===== config.mk =====
export PLATFORM = sky130hd
export DESIGN_NAME = j17_io_ctrl_flat
export DESIGN_NICKNAME = d
export VERILOG_FILES = /design/src/rtl/j17_io_pkg.sv /design/src/rtl/j17_io_ctrl_if.sv /design/src/rtl/j17_debouncer.sv /design/src/rtl/j17_io_ctrl.sv /design/src/flat_wrapper.sv
export SDC_FILE = /design/constraint.sdc
export NUM_CORES = 1
export LEC_CHECK = 0
export CAP_MARGIN = 20
export CORE_MARGIN = 5
export CORE_UTILIZATION = 45
export DETAILED_ROUTE_END_ITERATION = 7
export DONT_BUFFER_PORTS = 1
export GPL_ROUTABILITY_DRIVEN = 0
export MAX_ROUTING_LAYER = met4
export PLACE_DENSITY = 0.71
export SLEW_MARGIN = 25
export SYNTH_ARGS = -nofsm -noshare
export SYNTH_HDL_FRONTEND = slang
export SYNTH_SLANG_ARGS = --single-unit

===== constraint.sdc =====
create_clock -name clock -period 3.9 [get_ports clock]
set_input_delay 0.585 -clock clock [delete_from_list [all_inputs] [get_ports clock]]
set_output_delay 0.585 -clock clock [all_outputs]
set_load 0.05 [all_outputs]

===== src/rtl/j17_io_pkg.sv =====
// Shared constants and the segment decoder for the J17 I/O controller.
// Purely combinational helpers, no state.
// No flow control; values are consumed directly by the decoder and scanner.
package j17_io_pkg;

  localparam logic [9:0] ADDR_EVT  = 10'h3FD;
  localparam logic [9:0] ADDR_IN   = 10'h3FE;
  localparam logic [9:0] ADDR_DISP = 10'h3FF;

  localparam logic [6:0] SEG_BLANK = 7'h7F;

  // Nibble to active-low {g,f,e,d,c,b,a} glyph: 0-9, A, b, C, d, E, F.
  function automatic logic [6:0] hex7(input logic [3:0] nib);
    logic [6:0] seg_v;
    case (nib)
      4'h0: seg_v = 7'b1000000;
      4'h1: seg_v = 7'b1111001;
      4'h2: seg_v = 7'b0100100;
      4'h3: seg_v = 7'b0110000;
      4'h4: seg_v = 7'b0011001;
      4'h5: seg_v = 7'b0010010;
      4'h6: seg_v = 7'b0000010;
      4'h7: seg_v = 7'b1111000;
      4'h8: seg_v = 7'b0000000;
      4'h9: seg_v = 7'b0010000;
      4'hA: seg_v = 7'b0001000;
      4'hB: seg_v = 7'b0000011;
      4'hC: seg_v = 7'b1000110;
      4'hD: seg_v = 7'b0100001;
      4'hE: seg_v = 7'b0000110;
      4'hF: seg_v = 7'b0001110;
      default: seg_v = SEG_BLANK;
    endcase
    return seg_v;
  endfunction

endpackage


===== src/rtl/j17_io_ctrl_if.sv =====
// DP-side data-memory bus seen by the I/O controller (address, write strobe, data, hit, read data).
// read_data is valid one cycle after addr, io_hit is combinational from addr.
// No backpressure: the bus is accepted every cycle.
interface j17_io_ctrl_if;
  logic [9:0]  addr;
  logic        write;
  logic [31:0] value;
  logic        io_hit;
  logic [31:0] read_data;

  modport master (output addr, output write, output value, input io_hit, input read_data);
  modport slave  (input addr, input write, input value, output io_hit, output read_data);
endinterface


===== src/rtl/j17_debouncer.sv =====
// Two-flop synchroniser plus debounce counter; o_db follows the input after DEBOUNCE_CYCLES stable differing cycles.
// Latency: 2 sync cycles + DEBOUNCE_CYCLES edges from input change to o_db change.
// No backpressure; o_rise is a one-cycle pulse on the edge where o_db goes 0->1.
module j17_debouncer #(
  parameter int DEBOUNCE_CYCLES = 50000
) (
  input  logic i_clk,
  input  logic i_rst,
  input  logic i_raw,
  output logic o_db,
  output logic o_rise
);

  localparam int CW = (DEBOUNCE_CYCLES > 1) ? $clog2(DEBOUNCE_CYCLES) : 1;
  localparam logic [CW-1:0] CNT_LAST = CW'(DEBOUNCE_CYCLES - 1);

  logic          r_sync1;
  logic          r_sync2;
  logic          r_db;
  logic [CW-1:0] r_deb_cnt;
  logic          w_differ;
  logic          w_flip;

  assign w_differ = (r_sync2 != r_db);
  assign w_flip   = w_differ && (r_deb_cnt == CNT_LAST);

  // Bring the asynchronous input into the clock domain.
  always_ff @(posedge i_clk) begin
    if (i_rst) begin
      r_sync1 <= 1'b0;
      r_sync2 <= 1'b0;
    end else begin
      r_sync1 <= i_raw;
      r_sync2 <= r_sync1;
    end
  end

  // Count consecutive differing cycles; any agreeing cycle restarts the count.
  always_ff @(posedge i_clk) begin
    if (i_rst) begin
      r_db      <= 1'b0;
      r_deb_cnt <= '0;
    end else if (!w_differ) begin
      r_deb_cnt <= '0;
    end else if (w_flip) begin
      r_db      <= r_sync2;
      r_deb_cnt <= '0;
    end else begin
      r_deb_cnt <= r_deb_cnt + 1'b1;
    end
  end

  assign o_db   = r_db;
  // Asserted on the edge that will set r_db, so the press counter moves in step with it.
  assign o_rise = w_flip && r_sync2;

endmodule


===== src/rtl/j17_io_ctrl.sv =====
// Memory-mapped I/O: press counter, debounced input, display register and multiplexed 7-segment scanner.
// Reads return one cycle after addr (RAM-equivalent slot); io_hit is combinational.
// No backpressure: every bus cycle is accepted; reads are read-before-write.
module j17_io_ctrl
  import j17_io_pkg::*;
#(
  parameter int DEBOUNCE_CYCLES = 50000,
  parameter int REFRESH_CYCLES  = 1000,
  parameter int DIGITS          = 8
) (
  input  logic             clock,
  input  logic             reset,
  input  logic             in,
  j17_io_ctrl_if.slave     bus,
  output logic [6:0]       seg,
  output logic [7:0]       an
);

  localparam int RCW = (REFRESH_CYCLES > 1) ? $clog2(REFRESH_CYCLES) : 1;
  localparam logic [RCW-1:0] REF_LAST  = RCW'(REFRESH_CYCLES - 1);
  localparam logic [2:0]     SCAN_LAST = 3'(DIGITS - 1);

  logic [31:0]    r_disp;
  logic [15:0]    r_press_cnt;
  logic [31:0]    r_read_data;
  logic [RCW-1:0] r_ref_cnt;
  logic [2:0]     r_scan_idx;

  logic           w_in_db;
  logic           w_rise;
  logic           w_wr_disp;
  logic           w_clr_evt;
  logic [3:0]     w_nib;

  j17_debouncer #(
    .DEBOUNCE_CYCLES(DEBOUNCE_CYCLES)
  ) u_deb (
    .i_clk (clock),
    .i_rst (reset),
    .i_raw (in),
    .o_db  (w_in_db),
    .o_rise(w_rise)
  );

  assign bus.io_hit = (bus.addr == ADDR_EVT) || (bus.addr == ADDR_IN) || (bus.addr == ADDR_DISP);
  assign w_wr_disp  = bus.write && (bus.addr == ADDR_DISP);
  assign w_clr_evt  = bus.write && (bus.addr == ADDR_EVT);

  // Display register: plain read/write location.
  always_ff @(posedge clock) begin
    if (reset) r_disp <= '0;
    else if (w_wr_disp) r_disp <= bus.value;
  end

  // Press counter: a clear write beats a simultaneous press; saturates rather than wrapping.
  always_ff @(posedge clock) begin
    if (reset)                                 r_press_cnt <= '0;
    else if (w_clr_evt)                        r_press_cnt <= '0;
    else if (w_rise && r_press_cnt != 16'hFFFF) r_press_cnt <= r_press_cnt + 16'd1;
  end

  // Read port samples pre-write state every cycle, independent of the write strobe.
  always_ff @(posedge clock) begin
    if (reset) begin
      r_read_data <= '0;
    end else begin
      case (bus.addr)
        ADDR_EVT:  r_read_data <= {16'b0, r_press_cnt};
        ADDR_IN:   r_read_data <= {31'b0, w_in_db};
        ADDR_DISP: r_read_data <= r_disp;
        default:   r_read_data <= '0;
      endcase
    end
  end

  assign bus.read_data = r_read_data;

  // Scanner: hold each digit for REFRESH_CYCLES, then advance and wrap after the last digit.
  always_ff @(posedge clock) begin
    if (reset) begin
      r_ref_cnt  <= '0;
      r_scan_idx <= '0;
    end else if (r_ref_cnt == REF_LAST) begin
      r_ref_cnt  <= '0;
      r_scan_idx <= (r_scan_idx == SCAN_LAST) ? 3'd0 : r_scan_idx + 3'd1;
    end else begin
      r_ref_cnt <= r_ref_cnt + 1'b1;
    end
  end

  // Lit digit shows its nibble of the live display register, so a write shows up next cycle.
  assign w_nib = r_disp[{r_scan_idx, 2'b00} +: 4];
  assign seg   = hex7(w_nib);
  assign an    = ~(8'd1 << r_scan_idx);

endmodule


===== src/flat_wrapper.sv =====
// flat-port wrapper written by rule: the top's interface ports become plain ports
module j17_io_ctrl_flat import j17_io_pkg::*;
#(
  parameter int DEBOUNCE_CYCLES = 50000,
  parameter int REFRESH_CYCLES  = 1000,
  parameter int DIGITS          = 8
)
  (clock, reset, in, seg, an, bus_addr, bus_write, bus_value, bus_io_hit, bus_read_data);
  j17_io_ctrl_if bus_i ();
  input  logic clock;
  input  logic reset;
  input  logic in;
  output logic [6:0] seg;
  output logic [7:0] an;
  input wire logic [$bits(bus_i.addr)-1:0] bus_addr;
  input wire logic [$bits(bus_i.write)-1:0] bus_write;
  input wire logic [$bits(bus_i.value)-1:0] bus_value;
  output wire logic [$bits(bus_i.io_hit)-1:0] bus_io_hit;
  output wire logic [$bits(bus_i.read_data)-1:0] bus_read_data;
  assign bus_i.addr = bus_addr;
  assign bus_i.write = bus_write;
  assign bus_i.value = bus_value;
  assign bus_io_hit = bus_i.io_hit;
  assign bus_read_data = bus_i.read_data;
  j17_io_ctrl #(.DEBOUNCE_CYCLES(DEBOUNCE_CYCLES), .REFRESH_CYCLES(REFRESH_CYCLES), .DIGITS(DIGITS)) u_core (.clock(clock), .reset(reset), .in(in), .bus(bus_i), .seg(seg), .an(an));
endmodule

==> impl_metrics.csv, run 1 <==
group,metric,value,unit
setup_path,critical_path.endpoint_type,"output pin",
setup_path,combined_buffer_and_inverter_count_along_the_critical_path,0,
timing,timing.max_slew.rel_slack,0.3545,
die,floorplan.initialDensity,0.4624,
min_path,worstHoldStart,"reset",
route,detailedRoute.firstIterationViolations,203,
outcome,outcome,"finished clean",
pwr,total_power,1.815,mW
setup_path,crit_required,3310,ps
setup_path,timing.critical_path.depth,5,
setup_path,timing.setup.critical_path_class,"reg2out",
placed_design,detailed_placement_wirelength_estimate,7.900,mm
route,wl_per_cell,16.99,um
run,cap_viol_max_count,0,
setup_path,worst-r2r-setup-slack,1040,ps
layout,fin_nets,561,
timing,timing.final.setup_violations,0,
cts,tritoncts_clock_tree,"built",
layout,num_antenna_cells,0,
setup_path,worst-endpoint-arrival,2970,ps
cts,clkTransAtPathRegs,110,ps
min_path,min_delay_path_depth,1,
timing,timing.final.crit_share,0.9124,
route,via_count,3566,
setup_path,crit_path_max_incr_delay,570,ps
synth,syn_area_per_cell,9.494,sq um
cts,worstSkewPairLatency,380,ps
synth,seq_area_frac_synth,0.4676,
cts,clkSinkCount,112,
synth,syn-cell-area,4795,sq um
timing,clock-skew-final,10.50,ps
setup_path,timing.critical_path.from_type,"flip-flop",
layout,num-fill-cells,983,
timing,rsz_0062_raised_after_global_routing,"no",
setup_path,cpLargestDelayFamily,"multiplexers",
route,drc_errors,0,
pwr,ir_worst_vdd,0.2135,mV
global_routing,grt_start_max_net_pins,46,
cts,cts_inserted_buffers,9,
cts,hold_buffers,0,
die,die-area,12820,sq um
pwr,power.leakage,1.737,nW
setup_path,worst_r2r_endpoint,"u_core.r_press_cnt[13]$_SDFFE_PP0P_",
die,ioPinCount,94,
die,die_h,113.2,um
route,detail-route-antenna-nets,0,
global_routing,gr-total-overflow,0,
route,drt_pass1_iterations,4,
setup_path,critical_path.cell_chain,"mux4_2 -> mux2i_1 -> ha_1 -> o21ai_0 -> o21a_1",
synth,synth_nets,565,
die,chipWidth,113.2,um
layout,layout-drive-gt1-share,0.08498,
timing,hold_viol_final,0,
cts,clockRootBuffer,"clkbuf_8",
min_path,hold_path_end,"u_core.r_disp[26]$_SDFFE_PP0P_",
route,route.detailed.vias_per_inst,5.555,
cts,clk_path_buf_depth,2,
global_routing,number_of_global_route_vias_before_repair,3521,
min_path,holdCritPathClass,"in2reg",
timing,highest_attainable_clock_frequency,281.0,MHz
placed_design,place.port_buffers,0,
global_routing,grt_util_all_layers,0.1773,
setup_path,r2r-start,"u_core.u_deb.r_deb_cnt[12]$_SDFF_PP0_",
timing,report.final.slew_viol_count,0,
timing,tightest_pin_transition,964.7,ps
timing,setup-tns-final,0,ps
synth,synth.distinct_cells,42,
global_routing,grt_pass1_wl,17.80,mm
global_routing,initial_antenna_violation_count,0,
timing,whs,266.9,ps
setup_path,critical-path-slowest-cell,"dfxtp_2",
timing,min_period,3558,ps
route,totalWireLength,10.91,mm
pwr,powerDensity,353.6,nW/um^2
setup_path,path_max_fanout,13,
synth,post_synth_inst_count,505,
layout,postLayoutCoreUtil,0.4951,
layout,areaGrowthSynthToFinish,7.072,%
cts,ctsHtreeMaxLevel,3,
die,coreArea,10370,sq um
synth,synth-warning-count,0,
synth,synth-seq-cells,112,
die,floorplan.rows,37,
setup_path,r2r.worst_path.cells,5,
state kept, by name, indices dropped and copies added, names as in the netlist:
name                    count
u_core.r_disp              32
u_core.u_deb.r_sync1        1
u_core.bus.read_data       32
u_core.u_deb.r_sync2        1
u_core.r_ref_cnt           10
u_core.r_press_cnt         16
u_core.u_deb.o_db           1
u_core.r_scan_idx           3
u_core.u_deb.r_deb_cnt     16
kinds of logic (layout without fill, tap and decap cells):
group | Yosys count | after routing | share of synthesized area
compound gates | 40 | 40 | 0.05689
xor+xnor | 34 | 34 | 0.06211
fa+ha+maj | 14 | 14 | 0.03653
buf+inv | 35 | 36 | 0.02766
flops | 112 | 112 | 0.4676
mux | 51 | 51 | 0.1279
simple gates | 219 | 219 | 0.2213
worst reg2reg max path, stage by stage, from the launching register on:
cell and delay [ps]:
dfxtp_1 360, or4b_1 500, or4_1 850, or4_4 640, or3_1 320, a21oi_1 140
worst max path at each step:
| stage | from | to | slack [ps] |
|---|---|---|---|
| 2_1_floorplan | u_core.r_scan_idx[0]$_SDFFE_PP0N_ | seg[0] | 40 |
| 3_3_place_gp | u_core.r_scan_idx[0]$_SDFFE_PP0N_ | seg[3] | 620 |
| 3_5_place_dp | u_core.r_scan_idx[0]$_SDFFE_PP0N_ | seg[3] | 510 |
| 4_1_cts | u_core.r_scan_idx[0]$_SDFFE_PP0N_ | seg[3] | 70 |
| 5_1_grt | u_core.r_scan_idx[0]$_SDFFE_PP0N_ | seg[3] | 140 |
| 6_report | u_core.r_scan_idx[0]$_SDFFE_PP0N_ | seg[3] | 340 |
cells in the mapped netlist:
cell type / instances / share of area
xnor2_1: 23 / 0.042
clkbuf_1: 19 / 0.015
nand3_1: 15 / 0.016
nand4_1: 9 / 0.012
nand3b_1: 1 / 0.0016
or4b_1: 2 / 0.0042
nor3b_1: 1 / 0.0016
and3_1: 7 / 0.0091
and4_1: 3 / 0.0055
inv_2: 1 / 0.00078
and2_1: 21 / 0.027
nand2_1: 22 / 0.017
nand2b_1: 4 / 0.0052
nor4_1: 11 / 0.014
buf_1: 2 / 0.0016
a22oi_1: 16 / 0.025
nand4b_1: 1 / 0.0018
a22o_1: 3 / 0.0055
o21ai_0: 5 / 0.0052
o211ai_1: 1 / 0.0016
or4_4: 1 / 0.0023
or4_1: 1 / 0.0016
mux2i_1: 41 / 0.086
mux2_2: 2 / 0.0047
o311ai_0: 1 / 0.0018
mux4_2: 8 / 0.038
nor2b_1: 2 / 0.0026
or2_2: 2 / 0.0026
or3_1: 5 / 0.0065
o31ai_1: 2 / 0.0031
o21a_1: 1 / 0.0016
o2111ai_1: 1 / 0.0018
xor2_1: 11 / 0.020
buf_2: 1 / 0.0010
a21oi_1: 9 / 0.0094
inv_1: 12 / 0.0094
ha_1: 14 / 0.037
dfxtp_1: 112 / 0.47
o2bb2ai_1: 1 / 0.0018
nor3_1: 9 / 0.0094
nor4b_1: 1 / 0.0018
nor2_1: 101 / 0.079
layer usage:
metal	track usage	vias up	share of wire
li1	-	1730	-
met1	0.2257	1708	0.45
met2	0.2729	111	0.47
met3	0.05134	17	0.069
met4	0.05609	0	0.018
met5	-	-	0
where the power goes:
| part | total, mW | internal [mW] | switching [mW] | leakage [nW] |
|---|---|---|---|---|
| Combinational | 0.0183 | 0.00676 | 0.0116 | 0.751 |
| Sequential | 1.15 | 1.15 | 0.00296 | 0.903 |
| Clock | 0.647 | 0.238 | 0.409 | 0.0827 |
area by class of cell:
| cell class | count | area, sq um | area share |
|---|---|---|---|
| repair buffers | 7 | 52.55 | 0.01024 |
| clock buffers | 9 | 123.9 | 0.02413 |
| well taps | 136 | 170.2 | 0.03315 |
| inverters | 13 | 48.80 | 0.009505 |
| multi-input cells | 358 | 2441 | 0.4755 |
| flip-flops and latches | 112 | 2243 | 0.4370 |
| clock inverters | 7 | 53.80 | 0.01048 |
cell usage in the layout (no fill, tap or decap), types with 3 or more instances in the layout:
master,count
and2_1,21
or3_1,5
clkbuf_8,9
mux4_2,8
ha_1,14
dfxtp_1,111
nor4_1,10
nand2_1,22
inv_1,12
nand4_1,9
a22o_1,3
nand2b_1,4
and4_1,3
xnor2_1,23
and3_1,7
a21oi_1,9
mux2i_1,41
nand3_1,15
buf_4,7
nor2_1,99
clkinvlp_4,3
o21ai_0,4
nor3_1,8
xor2_1,11
a22oi_1,16
inv_6,3
metrics by stage:
stage	setup slack, ps	std cells	area [sq um]
floorplan	37.74	505	4795
global placement	624.6	626	4943
global route	144.5	642	5134
detailed placement	511.5	626	4950
CTS	71.61	642	5127
finish	341.7	642	5134
what timing repair did:
| action | in CTS | in global routing |
|---|---|---|
| resized for setup | 0 | 1 |
| setup buffers | 0 | 0 |
| endpoints found under the setup margin | 0 | 6 |
(Power assumes the default switching activity.)
==> run 2: changes to the inputs <==
--- a/config.mk
+++ b/config.mk
@@ -6,13 +6,14 @@
 export NUM_CORES = 1
 export LEC_CHECK = 0
 export CAP_MARGIN = 20
-export CORE_MARGIN = 5
+export CORE_ASPECT_RATIO = 0.6
 export CORE_UTILIZATION = 45
 export DETAILED_ROUTE_END_ITERATION = 7
 export DONT_BUFFER_PORTS = 1
 export GPL_ROUTABILITY_DRIVEN = 0
 export MAX_ROUTING_LAYER = met4
 export PLACE_DENSITY = 0.71
+export REMOVE_ABC_BUFFERS = 1
 export SLEW_MARGIN = 25
 export SYNTH_ARGS = -nofsm -noshare
 export SYNTH_HDL_FRONTEND = slang
==> run 2 against run 1 <==
Flip-flop and latch count unchanged. Largest cell class unchanged. Sequential share of layout area shrank 1.2 points. Wire length decreased by 1.7%. Core utilization is 2.8 points higher. Via count is 0.56% higher. Critical path type unchanged.
==> impl_metrics.csv, run 2 (same netlist as run 1, synthesis figures left out) <==
group,metric,value,unit
setup_path,path_max_fanout,13,
timing,highest_attainable_clock_frequency,271.7,MHz
timing,tightest_pin_transition,1039,ps
cts,clkSinkCount,112,
placed_design,place.port_buffers,0,
pwr,power.leakage,1.809,nW
die,floorplan.initialDensity,0.4752,
pwr,powerDensity,408.2,nW/um^2
setup_path,worst_r2r_endpoint,"u_core.r_press_cnt[15]$_SDFFE_PP0P_",
cts,clockRootBuffer,"clkbuf_16",
global_routing,grt_pass1_wl,17.46,mm
layout,final_cell_area,5273,sq um
global_routing,number_of_global_route_vias_before_repair,3427,
layout,areaGrowthSynthToFinish,9.969,%
setup_path,timing.critical_path.from_type,"flip-flop",
global_routing,gr-total-overflow,0,
run,cap_viol_max_count,0,
placed_design,detailed_placement_wirelength_estimate,7.762,mm
layout,most_common_library_cell_in_the_layout_ignoring_fill_and_taps,"dfxtp_1",
die,ioPinCount,94,
timing,timing.final.setup_violations,0,
timing,whs,302.8,ps
setup_path,worst-endpoint-arrival,3100,ps
setup_path,r2r-start,"u_core.u_deb.r_deb_cnt[12]$_SDFF_PP0_",
route,detailedRoute.firstIterationViolations,300,
route,wl_per_cell,16.73,um
layout,postLayoutCoreUtil,0.5226,
setup_path,crit_end,"seg[3]",
cts,cts_inserted_buffers,9,
layout,layout-drive-gt1-share,0.07921,
min_path,holdCritPathClass,"in2reg",
setup_path,r2r.worst_path.cells,5,
setup_path,critical_path.endpoint_type,"output pin",
die,die-area,11090,sq um
timing,timing.final.crit_share,0.9439,
die,coreArea,10090,sq um
die,floorplan.rows,28,
route,totalWireLength,10.73,mm
global_routing,grt_start_max_net_pins,46,
setup_path,crit_required,3310,ps
die,chipWidth,135.3,um
cts,worstSkewPairLatency,350,ps
die,die_h,81.96,um
cts,post_cts_buffers,0,
route,via_count,3586,
cts,ctsHtreeMaxLevel,3,
layout,fin_nets,561,
cts,clkTransAtPathRegs,70,ps
setup_path,crit_start,"u_core.r_scan_idx[0]$_SDFFE_PP0N_",
outcome,outcome,"finished clean",
timing,clock-skew-final,6.633,ps
route,drt_pass1_iterations,4,
route,route.detailed.vias_per_inst,5.594,
setup_path,timing.setup.critical_path_class,"reg2out",
global_routing,grt_util_all_layers,0.2135,
layout,num-fill-cells,919,
cts,clk_path_buf_depth,2,
timing,min_period,3681,ps
timing,hold_viol_final,0,
timing,timing.max_slew.rel_slack,0.3045,
setup_path,worst-r2r-setup-slack,1010,ps
pwr,ir_worst_vdd,0.2083,mV
timing,rsz_0062_raised_after_global_routing,"no",
cts,tritoncts_clock_tree,"built",
placed_design,dpl_cell_area,4949,sq um
route,detail-route-antenna-nets,0,
timing,report.final.slew_viol_count,0,
route,drc_errors,0,
layout,layout_common_cells,"dfxtp_1 (111), nor2_1 (101), mux2i_1 (41)",
global_routing,initial_antenna_violation_count,1,
==> run 2: worst min-delay path by stage <==
stage | start | end | slack (ps) | cells after the start
after global routing | reset | u_core.r_disp[1]$_SDFFE_PP0P_ | 290 | 1
after floorplan | u_core.r_ref_cnt[0]$_SDFF_PP0_ | u_core.r_ref_cnt[0]$_SDFF_PP0_ | 410 | 1
after detailed placement | u_core.r_ref_cnt[0]$_SDFF_PP0_ | u_core.r_ref_cnt[0]$_SDFF_PP0_ | 430 | 1
final | reset | u_core.r_ref_cnt[4]$_SDFF_PP0_ | 300 | 1
after global placement | u_core.u_deb.r_sync1$_SDFF_PP0_ | u_core.u_deb.r_sync2$_SDFF_PP0_ | 420 | 1
after CTS | reset | u_core.r_scan_idx[0]$_SDFFE_PP0N_ | 290 | 1
==> run 2: cell type report <==
| cell class | count | area, sq um | share of cell area |
|---|---|---|---|
| Clock buffer | 10 | 239.0 | 0.04533 |
| Sequential cell | 112 | 2243 | 0.4255 |
| Timing Repair Buffer | 7 | 52.55 | 0.009967 |
| Tap cell | 135 | 168.9 | 0.03204 |
| Antenna cell | 1 | 2.502 | 0.0004746 |
| Inverter | 13 | 48.80 | 0.009255 |
| Clock inverter | 5 | 81.33 | 0.01542 |
| Multi-Input combinational cell | 358 | 2436 | 0.4620 |
==> run 2: metrics by stage <==
stage               setup WS [ps]  setup TNS, ps  instances  power, mW
finish                      218.9              0        641      2.152
global route                74.91              0        641      2.219
CTS                         242.1              0        640      2.168
detailed placement          381.6              0        625      1.194
global placement            503.9              0        625      1.193
floorplan                  -824.1         -26370        483      1.189
==> run 2: repair_timing <==
action / in CTS / in global routing
hold buffers: 0 / 0
resized for setup: 1 / 0
endpoints found under the setup margin: 1 / 0
==> run 2: metal layers <==
metal  global-route usage  up-vias  part of all wire
met1               0.2873     1728              0.50
met4              0.06067        0             0.011
met5                    -        -                 0
met2               0.3097      118              0.41
li1                     -     1729                 -
met3              0.06173       11             0.073
==> run 2: report_power, final <==
part           switching, mW  internal (mW)  leakage, nW
Sequential           0.00241           1.15        0.903
Clock                  0.408          0.577        0.155
Combinational         0.0115        0.00672        0.751
Total                  0.422           1.73         1.81
==> run 2: critical path: stages (launching register included) <==
cell,delay (ps)
dfxtp_2,570
mux4_2,560
mux2i_1,600
ha_1,380
o21ai_0,180
o21a_1,460
